$ cat src/rtl/bcd_date_counter.sv
// BCD calendar register (YYYY-MM-DD) advancing one day per adv strobe, with a validated parallel load.
// Optional day-of-week tracking is enabled by defining DATE_DAY_OF_WEEK_EN.
module bcd_date_counter #(
  parameter logic [15:0] RST_YEAR  = 16'h2000,
  parameter logic [7:0]  RST_MONTH = 8'h01,
  parameter logic [7:0]  RST_DAY   = 8'h01
) (
  input  logic        clk,
  input  logic        reset,
  input  logic        adv,
  input  logic        ld,
  input  logic [15:0] ld_year,
  input  logic [7:0]  ld_month,
  input  logic [7:0]  ld_day,
  input  logic        ld_ly,
  input  logic        LY,
`ifdef DATE_DAY_OF_WEEK_EN
  input  logic [2:0]  ld_dow,
  output logic [2:0]  DOW,
`endif
  output logic [3:0]  YM,
  output logic [3:0]  YH,
  output logic [3:0]  YT,
  output logic [3:0]  YO,
  output logic [3:0]  MT,
  output logic [3:0]  MO,
  output logic [3:0]  DT,
  output logic [3:0]  DO,
  output logic        ld_err,
  output logic        yr_wrap
);

  typedef enum logic [1:0] {DAY_INC, MON_INC, YR_INC} carry_e;

  logic [15:0] year_q, year_d;
  logic [7:0]  month_q, month_d;
  logic [7:0]  day_q, day_d;
  logic        ld_err_q, ld_err_d;
  logic        yr_wrap_q, yr_wrap_d;
  carry_e      stage;
  logic        ld_ok;
  logic        digits_ok;
  logic        yr_carry;

  function automatic logic [7:0] max_day(input logic [7:0] month, input logic leap);
    case (month)
      8'h01, 8'h03, 8'h05, 8'h07, 8'h08, 8'h10, 8'h12: max_day = 8'h31;
      8'h04, 8'h06, 8'h09, 8'h11:                      max_day = 8'h30;
      8'h02:                                           max_day = leap ? 8'h29 : 8'h28;
      default:                                         max_day = 8'h31;
    endcase
  endfunction

  function automatic logic [7:0] bcd2_inc(input logic [7:0] v);
    if (v[3:0] == 4'd9) bcd2_inc = {v[7:4] + 4'd1, 4'd0};
    else                bcd2_inc = {v[7:4], v[3:0] + 4'd1};
  endfunction

`ifdef DATE_DAY_OF_WEEK_EN
  logic [2:0] dow_q, dow_d;
  assign DOW = dow_q;
`endif

  always_comb begin
    digits_ok = 1'b1;
    for (int i = 0; i < 4; i++) begin
      if (ld_year[i*4 +: 4] > 4'd9) digits_ok = 1'b0;
    end
    for (int i = 0; i < 2; i++) begin
      if (ld_month[i*4 +: 4] > 4'd9 || ld_day[i*4 +: 4] > 4'd9) digits_ok = 1'b0;
    end
    // With all digits valid, packed BCD compares in the same order as the decimal values.
    ld_ok = digits_ok
         && ld_month >= 8'h01 && ld_month <= 8'h12
         && ld_day >= 8'h01 && ld_day <= max_day(ld_month, ld_ly);
`ifdef DATE_DAY_OF_WEEK_EN
    if (ld_dow == 3'd7) ld_ok = 1'b0;
`endif
  end

  // Carry sequencer: how far the carry propagates on this advance.
  always_comb begin
    if (day_q != max_day(month_q, LY)) stage = DAY_INC;
    else if (month_q != 8'h12)         stage = MON_INC;
    else                               stage = YR_INC;
  end

  always_comb begin
    year_d    = year_q;
    month_d   = month_q;
    day_d     = day_q;
    ld_err_d  = 1'b0;
    yr_wrap_d = 1'b0;
    yr_carry  = 1'b1;
`ifdef DATE_DAY_OF_WEEK_EN
    dow_d = dow_q;
`endif
    if (ld) begin
      if (ld_ok) begin
        year_d  = ld_year;
        month_d = ld_month;
        day_d   = ld_day;
`ifdef DATE_DAY_OF_WEEK_EN
        dow_d   = ld_dow;
`endif
      end else begin
        ld_err_d = 1'b1;
      end
    end else if (adv) begin
`ifdef DATE_DAY_OF_WEEK_EN
      dow_d = (dow_q == 3'd6) ? 3'd0 : dow_q + 3'd1;
`endif
      case (stage)
        DAY_INC: day_d = bcd2_inc(day_q);
        MON_INC: begin
          day_d   = 8'h01;
          month_d = bcd2_inc(month_q);
        end
        YR_INC: begin
          day_d   = 8'h01;
          month_d = 8'h01;
          for (int i = 0; i < 4; i++) begin
            if (yr_carry) begin
              if (year_q[i*4 +: 4] == 4'd9) begin
                year_d[i*4 +: 4] = 4'd0;
              end else begin
                year_d[i*4 +: 4] = year_q[i*4 +: 4] + 4'd1;
                yr_carry = 1'b0;
              end
            end
          end
          yr_wrap_d = yr_carry;
        end
        default: day_d = day_q;
      endcase
    end
  end

  always_ff @(posedge clk) begin
    if (reset) begin
      year_q    <= RST_YEAR;
      month_q   <= RST_MONTH;
      day_q     <= RST_DAY;
      ld_err_q  <= 1'b0;
      yr_wrap_q <= 1'b0;
`ifdef DATE_DAY_OF_WEEK_EN
      dow_q     <= 3'd6;
`endif
    end else begin
      year_q    <= year_d;
      month_q   <= month_d;
      day_q     <= day_d;
      ld_err_q  <= ld_err_d;
      yr_wrap_q <= yr_wrap_d;
`ifdef DATE_DAY_OF_WEEK_EN
      dow_q     <= dow_d;
`endif
    end
  end

  assign {YM, YH, YT, YO} = year_q;
  assign {MT, MO}         = month_q;
  assign {DT, DO}         = day_q;
  assign ld_err           = ld_err_q;
  assign yr_wrap          = yr_wrap_q;

endmodule

$ cat config.mk
export PLATFORM = sky130hd
export DESIGN_NAME = bcd_date_counter
export DESIGN_NICKNAME = d
export VERILOG_FILES = /design/src/rtl/bcd_date_counter.sv
export SDC_FILE = /design/constraint.sdc
export NUM_CORES = 1
export LEC_CHECK = 0
export ABC_AREA = 1
export CORE_ASPECT_RATIO = 1.1
export CORE_MARGIN = 2
export CORE_UTILIZATION = 49
export CTS_BUF_LIST = sky130_fd_sc_hd__clkbuf_8
export CTS_CLUSTER_SIZE = 25
export DETAILED_ROUTE_END_ITERATION = 8
export PLACE_DENSITY = 0.85
export SYNTH_ARGS = -nofsm -noshare
export SYNTH_HDL_FRONTEND = slang
export SYNTH_SLANG_ARGS = --single-unit
$ cat constraint.sdc
create_clock -name clk -period 3.8 [get_ports clk]
set_input_delay 0.76 -clock clk [delete_from_list [all_inputs] [get_ports clk]]
set_output_delay 0.76 -clock clk [all_outputs]
set_load 0.05 [all_outputs]
# Yosys cells after proc, flatten, opt, wreduce, memory -nomap -nowiden
# Index checks and enable logic that the tools add are counted.
[op_classes]
n_addsub = 8
mul = 0
div = 0
order_cmp = 12
n_eq_ne = 23
shifts = 0
mux = 49
n_bitwise = 4
reduce_logical = 27
[op_table]
columns = ["cell", "count"]
rows = [
  ["16-bit 2-to-1 mux", 4],
  ["8-bit 2-to-1 mux", 8],
  ["4-bit by 1-bit adder with 4-bit output, second input constant", 8],
  ["8-bit by 3-bit equality test with 1-bit output, second input constant", 4],
  ["4-bit greater-than comparator, second input constant", 8],
  ["8-bit one-hot mux with 2 select lines", 2],
  ["4-bit 2-to-1 mux", 7],
  ["4-bit equality test, second input constant", 6],
  ["1-bit 2-to-1 mux", 24],
  ["5-bit one-hot mux with 2 select lines", 2],
  ["4-bit AND reduction", 5],
  ["8-bit by 2-bit equality test with 1-bit output, second input constant", 2],
  ["8-bit by 4-bit equality test with 1-bit output, second input constant", 2],
  ["8-bit by 5-bit equality test with 1-bit output, second input constant", 2],
  ["8-bit by 1-bit greater-or-equal comparator with 1-bit output, second input constant", 2],
  ["2-bit nonzero test", 5],
  ["3-bit AND reduction", 3],
  ["8-bit by 5-bit less-or-equal comparator with 1-bit output, second input constant", 1],
  ["8-bit less-or-equal comparator", 1],
  ["8-bit by 5-bit inequality test with 1-bit output, second input constant", 1],
  ["8-bit inequality test", 1],
  ["4-bit OR reduction", 2],
  ["3-bit inequality test, second input constant", 2],
  ["3-bit nonzero test", 2],
  ["10 further kinds", 19],
]
[totals]
regBits = 34
latchBits = 0
ram_bits = 0
rom_bits = 0
output_inout_bits = 34
wordCells = 133
memories = 0

# Longest topological paths before layout
# Gate-level depths: netlist of run 1.
[depth]
ltp_word = 21
mapped_depth = 19
mapped_depth_nobuf = 19

# Worst setup path after synthesis of run 1
# Ideal clock, no wire load.
[synth_path]
kind = "input to register"
startpoint = "in ld_month[3]"
endpoint = "reg year_q[15]"
setup_time_ns = 0.110
arrival_ns = 2.621
required_ns = 3.690
slack_ns = 1.069
cell_stages = 16
cell_sequence = "nor2_2 > nand3_1 > nor3_1 > inv_1 > nor2_1 > a311oi_1 > ha_1 > and3_1 > a21oi_1 > nand2_1 > nand4_2 > nand2_4 > buf_4 > nand4_1 > nand2_1 > nor2_1"
[synth_between]
elab_chain_len = 10
elab_cells_between_ends = 20
classes_between = "order compare: 4; eq/ne: 6; mux: 3; reduce/logical: 7"
[synth_lines]
columns = ["item", "line", "source"]
rows = [
  ["start: declaration", "13", "input logic [7:0] ld_month,"],
  ["branches (longest 7 deep; another with 8-bit less-or-equal comparator)", "n/a", ""],
  ["1-bit logical AND (*)", "75", "&& ld_day >= 8'h01 && ld_day <= max_day(ld_month, ld_ly);"],
  ["2-bit by 1-bit inequality test with 1-bit output (no source line) (*)", "n/a", ""],
  ["4-bit AND reduction (no source line) (*)", "n/a", ""],
  ["end signal: assignment", "150", "year_q <= year_d;"],
  ["end: declaration", "35", "logic [15:0] year_q, year_d;"],
]
# Mark *: on every way between the ends.
# A chain may end at the register's enable or synchronous reset.

# Worst setup path in the final report of run 1
[layout_path]
startpoint = "in ld_month[3]"
endpoint = "reg year_q[1]"
[layout_between]
elab_chain_len = 10
elab_cells_between_ends = 20
classes_between = "order compare: 4; eq/ne: 6; mux: 3; reduce/logical: 7"
[layout_lines]
columns = ["item", "line"]
rows = [
  ["branches (longest 7 deep; another with 8-bit less-or-equal comparator)", "n/a"],
  ["1-bit logical AND (*)", "75"],
  ["2-bit by 1-bit inequality test with 1-bit output (no source line) (*)", "n/a"],
  ["3-bit AND reduction (no source line) (*)", "n/a"],
]
# Marks and branches as above.

==> run metrics, run 1 <==
core box area=5360 um^2; filler cell count=approximately 480; most frequent cells in the layout=nand2_1 (113), clkdlybuf4s50_1 (71), nor2_1 (59); CP endpoint kind=register; Vias/cell=approximately 5.4; Critical Path Source Type=input port; most common cell after layout, fill and taps aside=nand2_1; Via Count=3,169; Inst Count DP=about 580; Detailed Place HPWL=~5900 um; Mapped Cells=444; num rows=28; FF+latch area=between 600 and 700 um^2; nets=about 560; Pwr Total=between 0.001 and 0.0015 W; Critical Path Fanout Max=19; Max Slew Vio Count=0; Hold Violations, Final=0; sequential share of the synthesized area=about 25%; outcome=finished clean; number of global-route vias before repair=2,766; Syn-to-layout area delta=32.8%; WP depth=16; Slew HR=between 50 and 60%; highest clock rate=around 300 MHz; hold depth=2; maxcap violations=0; CTS tree=done; Setup Fix Bufs, Post-CTS=0; final instance area=roughly 3600 um^2; hold_buf cts=0; Routed wire per std cell=around 13 um; Resized cells post-CTS=0; gr usage total=between 20% and 30%; Crit path required time=~4.0 ns; clock skew=0.00978 ns; unrepaired setup endpoints after global routing=false; Post-DP Area=3470 um^2; CP max-delay cell=clkdlybuf4s50_1; post-synth top area cell=dfxtp_1; DRC Markers=0; CTS Buf Count=5; largest net degree at the start of global routing=22; Area contributors post-synth=dfxtp_1 (25%), nand2_1 (16%), nor2_1 (8.2%); die height=81.8 um; Mapped Avg Cell Area=~6.1 um^2; Mapped Nets=roughly 490; clock sink count=34; TNS Setup=0 ns; die area=just over 6000 um^2; area of the mapped netlist=2690 um^2; crit share post-route=between 80% and 90%; first-pass GRT wire length=12,500 um; Routed WL=between 7000 and 8000 um; critical-path cell list=clkdlybuf4s50_1 -> nor2_2 -> nand3_1 -> nor3_1 -> inv_1 -> nor2_1 -> a311oi_1 -> ha_1 -> and3_1 -> a21oi_1 -> nand2_1 -> nand4_2 -> nand2_4 -> nand2_1 -> o21ai_0 -> nor2_1; IO buf count=71; HP Class=reg -> reg; initial antenna violation count=0; DRT iter0 DRCs=roughly 400; share of layout cells above drive strength 1=7.77%; H-tree levels=2; Die W=74.7 um; Synth Warn #=0; fin crit period=about 3.3 ns; Worst path max stage delay=between 0.4 and 0.5 ns; I/O pin cnt=between 70 and 80; LEAKAGE=approximately 1.6 nW; gr ovfl total=0; Buf/Inv on CP=2; Worst Path Arrival=about 3.5 ns; Final Setup Violations=0; Worst-Skew Late Latency=0.29 ns; area of the multi-input gates=between 1500 and 2000 um^2; WS Path Type=in -> reg; Post-DRT Antenna Nets=0; gpl congestion=about 0.91; Reg2Reg Depth=13; Initial Util=between 50% and 60%; Final Non-Filler Cells=590; Max Root-Sink Buffers=2; Crit path max-delay family=simple AND/OR/NAND/NOR gates; First-pass DRT Iterations=5; CTS Root Cell=clkbuf_8; Seq cells post-synth=34; number of diodes=0; Hold Slack=0.489 ns; Worst-Margin Slew=0.712 ns; PwrDens=282 nW/um^2; share of the synthesized area in the top cell type=25.3%; clk slew on worst S/H paths=approximately 0.080 ns; synth unique cells=36; worst vdd rail ir drop=between 0.2 and 0.25 mV
==> registers in the layout (all words and copies together), names as in the netlist <==
name     cells
year_q      16
day_q        8
month_q      8
ld_err       1
yr_wrap      1
==> worst min-delay path, cell delays in order (launching register included) <==
cell     delay [ns]
dfxtp_1        0.33
nand2_1        0.06
a21oi_1        0.05
==> layout make-up <==
type / instances / share of cell area [%]
Clock buffer: 8 / 3.08
Inverter: 57 / 5.98
Multi-Input combinational cell: 342 / 48.8
Sequential cell: 34 / 19.0
Tap cell: 75 / 2.62
Timing Repair Buffer: 74 / 20.5
==> routing by layer <==
layer | global-route usage [%] | vias up | share of wire, %
met2 | 46.4 | 126 | 51
met1 | 31.5 | 1441 | 40
met3 | 4.79 | 20 | 6.2
met5 | 0 | - | 0
li1 | - | 1582 | -
met4 | 7.50 | 0 | 2.4
==> stage by stage <==
step / setup WS, ns / utilization [%]
after detailed placement: 0.200 / 64.7
final: 0.470 / 66.7
after global placement: 0.340 / 64.7
after CTS: 0.498 / 66.7
after floorplan: 1.07 / -
after global routing: 0.146 / 66.7
==> where the power goes <==
part	total [W]	internal, W	switching, W
combinational	0.000291	0.000112	0.000179
clock	0.000324	0.000183	0.000140
sequential	0.000395	0.000373	0.0000228
==> worst paths after layout <==
check         endpoint        start  slack [ns]
max reg2reg  year_q[1]   month_q[4]        1.69
min reg2reg   day_q[7]     day_q[7]        0.49
max          year_q[1]  ld_month[3]        0.47
min           day_q[7]     day_q[7]        0.49
==> synthesized netlist by cell type (all sizes together) <==
cell type / number
and3: 1
clkbuf: 8
ha: 9
nor2: 65
o22ai: 1
xnor2: 1
dfxtp: 34
mux2i: 2
nand4: 16
or2: 4
nor3: 8
a311oi: 2
o31ai: 3
a21oi: 13
a31oi: 1
nand2: 120
buf: 3
nand3: 44
xor2: 6
nor4: 1
o21ai: 43
a22oi: 2
inv: 57
==> cells by family (layout without fill, tap and decap cells) <==
group / after synthesis / after routing / share of synthesized area [%]
AOI/OAI and AO/OA: 65 / 65 / 12.9
buffers and inverters: 68 / 139 / 9.94
xor gates and xnor gates: 7 / 7 / 2.28
and+or+nand+nor: 259 / 259 / 44.7
muxes: 2 / 2 / 0.743
DFF: 34 / 34 / 25.3
adders and majority gates: 9 / 9 / 4.18
(Power assumes the default switching activity.)
==> inputs of run 2 (changes only) <==
--- a/config.mk
+++ b/config.mk
@@ -6,6 +6,7 @@
 export NUM_CORES = 1
 export LEC_CHECK = 0
 export ABC_AREA = 1
+export CAP_MARGIN = 20
 export CORE_ASPECT_RATIO = 1.1
 export CORE_MARGIN = 2
 export CORE_UTILIZATION = 49
==> results of run 2 <==
No change in the layout: final DEF, timing and power equal those of run 1.
==> inputs of run 3 (changes only) <==
--- a/config.mk
+++ b/config.mk
@@ -14,6 +14,8 @@
 export CTS_CLUSTER_SIZE = 25
 export DETAILED_ROUTE_END_ITERATION = 8
 export PLACE_DENSITY = 0.85
+export RECOVER_POWER = 50
+export SKIP_LAST_GASP = 1
 export SYNTH_ARGS = -nofsm -noshare
 export SYNTH_HDL_FRONTEND = slang
 export SYNTH_SLANG_ARGS = --single-unit
==> run metrics, run 3 (synthesis results as in run 1) <==
outcome=finished clean; Crit path required time=4.03 ns; die height=about 80 um; hold depth=2; gpl congestion=just over 0.9; H-tree levels=2; Worst Path Arrival=between 3 and 4 ns; Comb pwr share=between 20% and 30%; Detailed Place HPWL=between 5000 and 6000 um; num rows=28; gr usage total=roughly a quarter; clock skew=between 0.01 and 0.015 ns; worst vdd rail ir drop=0.213 mV; core box area=5360 um^2; Post-DRT Antenna Nets=0; Vias/cell=5.36; DRT iter0 DRCs=393; filler cell count=~480; most common cell after layout, fill and taps aside=nand2_1; largest net degree at the start of global routing=22; DRC Markers=0; Largest register FFs=16; Worst-Margin Slew=roughly 0.7 ns; Hold Violations, Final=0; nets=561; Die W=approximately 75 um; clock power share=between 30 and 40%; number of global-route vias before repair=between 2,000 and 3,000; I/O pin cnt=72; Critical Path Source Type=input port; Via Count=between 3,000 and 4,000; Critical Path Fanout Max=19; Reg2Reg Depth=13; Hold Slack=approximately 0.49 ns; CTS Root Cell=clkbuf_8; Resized cells post-CTS=0; HP Class=reg -> reg; CTS Buf Count=5; maxcap violations=0; Worst-Skew Late Latency=0.29 ns; share of layout cells above drive strength 1=under 10%; TNS Setup=0 ns; Routed WL=about 7700 um; clock sink count=34; First-pass DRT Iterations=5; Sw Pwr=~0.00034 W; Max Root-Sink Buffers=2; IO buf count=71; LEAKAGE=between 1.5 and 2 nW; Initial Util=about half; crit share post-route=approximately 87%; unrepaired setup endpoints after global routing=false; number of diodes=0; first-pass GRT wire length=12,500 um; sequential power share=39.3%; hold_buf cts=0; PwrDens=between 200 and 300 nW/um^2; fin crit period=between 3 and 4 ns; Syn-to-layout area delta=32.8%; Slew HR=a little over half; die area=between 6000 and 7000 um^2; Routed wire per std cell=roughly 13 um; highest clock rate=roughly 300 MHz; CTS tree=done; WS Path Type=in -> reg; gr ovfl total=0; initial antenna violation count=0; Largest regs=year_q (16), day_q (8), month_q (8); Max Slew Vio Count=0; most frequent cells in the layout=nand2_1 (113), nor2_1 (59), inv_1 (51); Sw Ratio=34.0%; Most flops, register=year_q; Setup Fix Bufs, Post-CTS=0; clk slew on worst S/H paths=about 0.080 ns; CP endpoint kind=register; Internal=0.000662 W; Final Setup Violations=0
-- run 3: per-layer routing --
| metal | GRT usage, % | share of wire [%] | vias to the layer above |
|---|---|---|---|
| met2 | 46.4 | 52 | 118 |
| met4 | 7.50 | 2.3 | 0 |
| met3 | 4.79 | 5.9 | 22 |
| li1 | - | - | 1586 |
| met1 | 31.5 | 40 | 1437 |
| met5 | 0 | 0 | - |
-- run 3: cell type report --
cell class / instances / area [um^2] / share of cell area, %
Clock buffer: 8 / 110 / 3.08
Inverter: 57 / 214 / 5.98
Multi-Input combinational cell: 342 / 1750 / 48.8
Sequential cell: 34 / 681 / 19.0
Tap cell: 75 / 93.8 / 2.62
Timing Repair Buffer: 74 / 733 / 20.5
-- run 3: power by group through the flow --
stage	clock, W	sequential, W	combinational (W)
2_1_floorplan	0	0.000454	0.000127
3_3_place_gp	0	0.000403	0.000282
3_5_place_dp	0	0.000403	0.000287
4_1_cts	0.000325	0.000395	0.000289
5_1_grt	0.000342	0.000397	0.000311
6_report	0.000324	0.000395	0.000285
-- run 3: worst max-delay path, cell delays in order --
cell	delay [ns]
clkdlybuf4s50_1	0.47
nor2_2	0.21
nand3_1	0.10
nor3_1	0.21
inv_1	0.09
nor2_1	0.10
a311oi_1	0.05
ha_1	0.28
and3_1	0.15
a21oi_1	0.06
nand2_1	0.10
nand4_2	0.18
nand2_4	0.30
nand3_2	0.23
nand2_1	0.13
nand2_1	0.06
nor2_1	0.07
-- run 3: final timing paths --
check                   start  slack (ns)         end
setup / recovery  ld_month[3]        0.48  month_q[6]
hold reg to reg      day_q[7]        0.49    day_q[7]
hold / removal       day_q[7]        0.49    day_q[7]
setup reg to reg   month_q[4]        1.70   year_q[1]
-- run 3: stage by stage --
| step | cells | instance area [um^2] | total power [W] | setup WS [ns] | util [%] |
|---|---|---|---|---|---|
| detailed placement | 582 | 3470 | 0.000690 | 0.200 | 64.7 |
| finish | 590 | 3580 | 0.00100 | 0.481 | 66.7 |
| global placement | 582 | 3470 | 0.000684 | 0.340 | 64.7 |
| global route | 590 | 3580 | 0.00105 | 0.146 | 66.7 |
| floorplan | 444 | 2690 | 0.000581 | 1.07 | - |
| CTS | 590 | 3580 | 0.00101 | 0.498 | 66.7 |
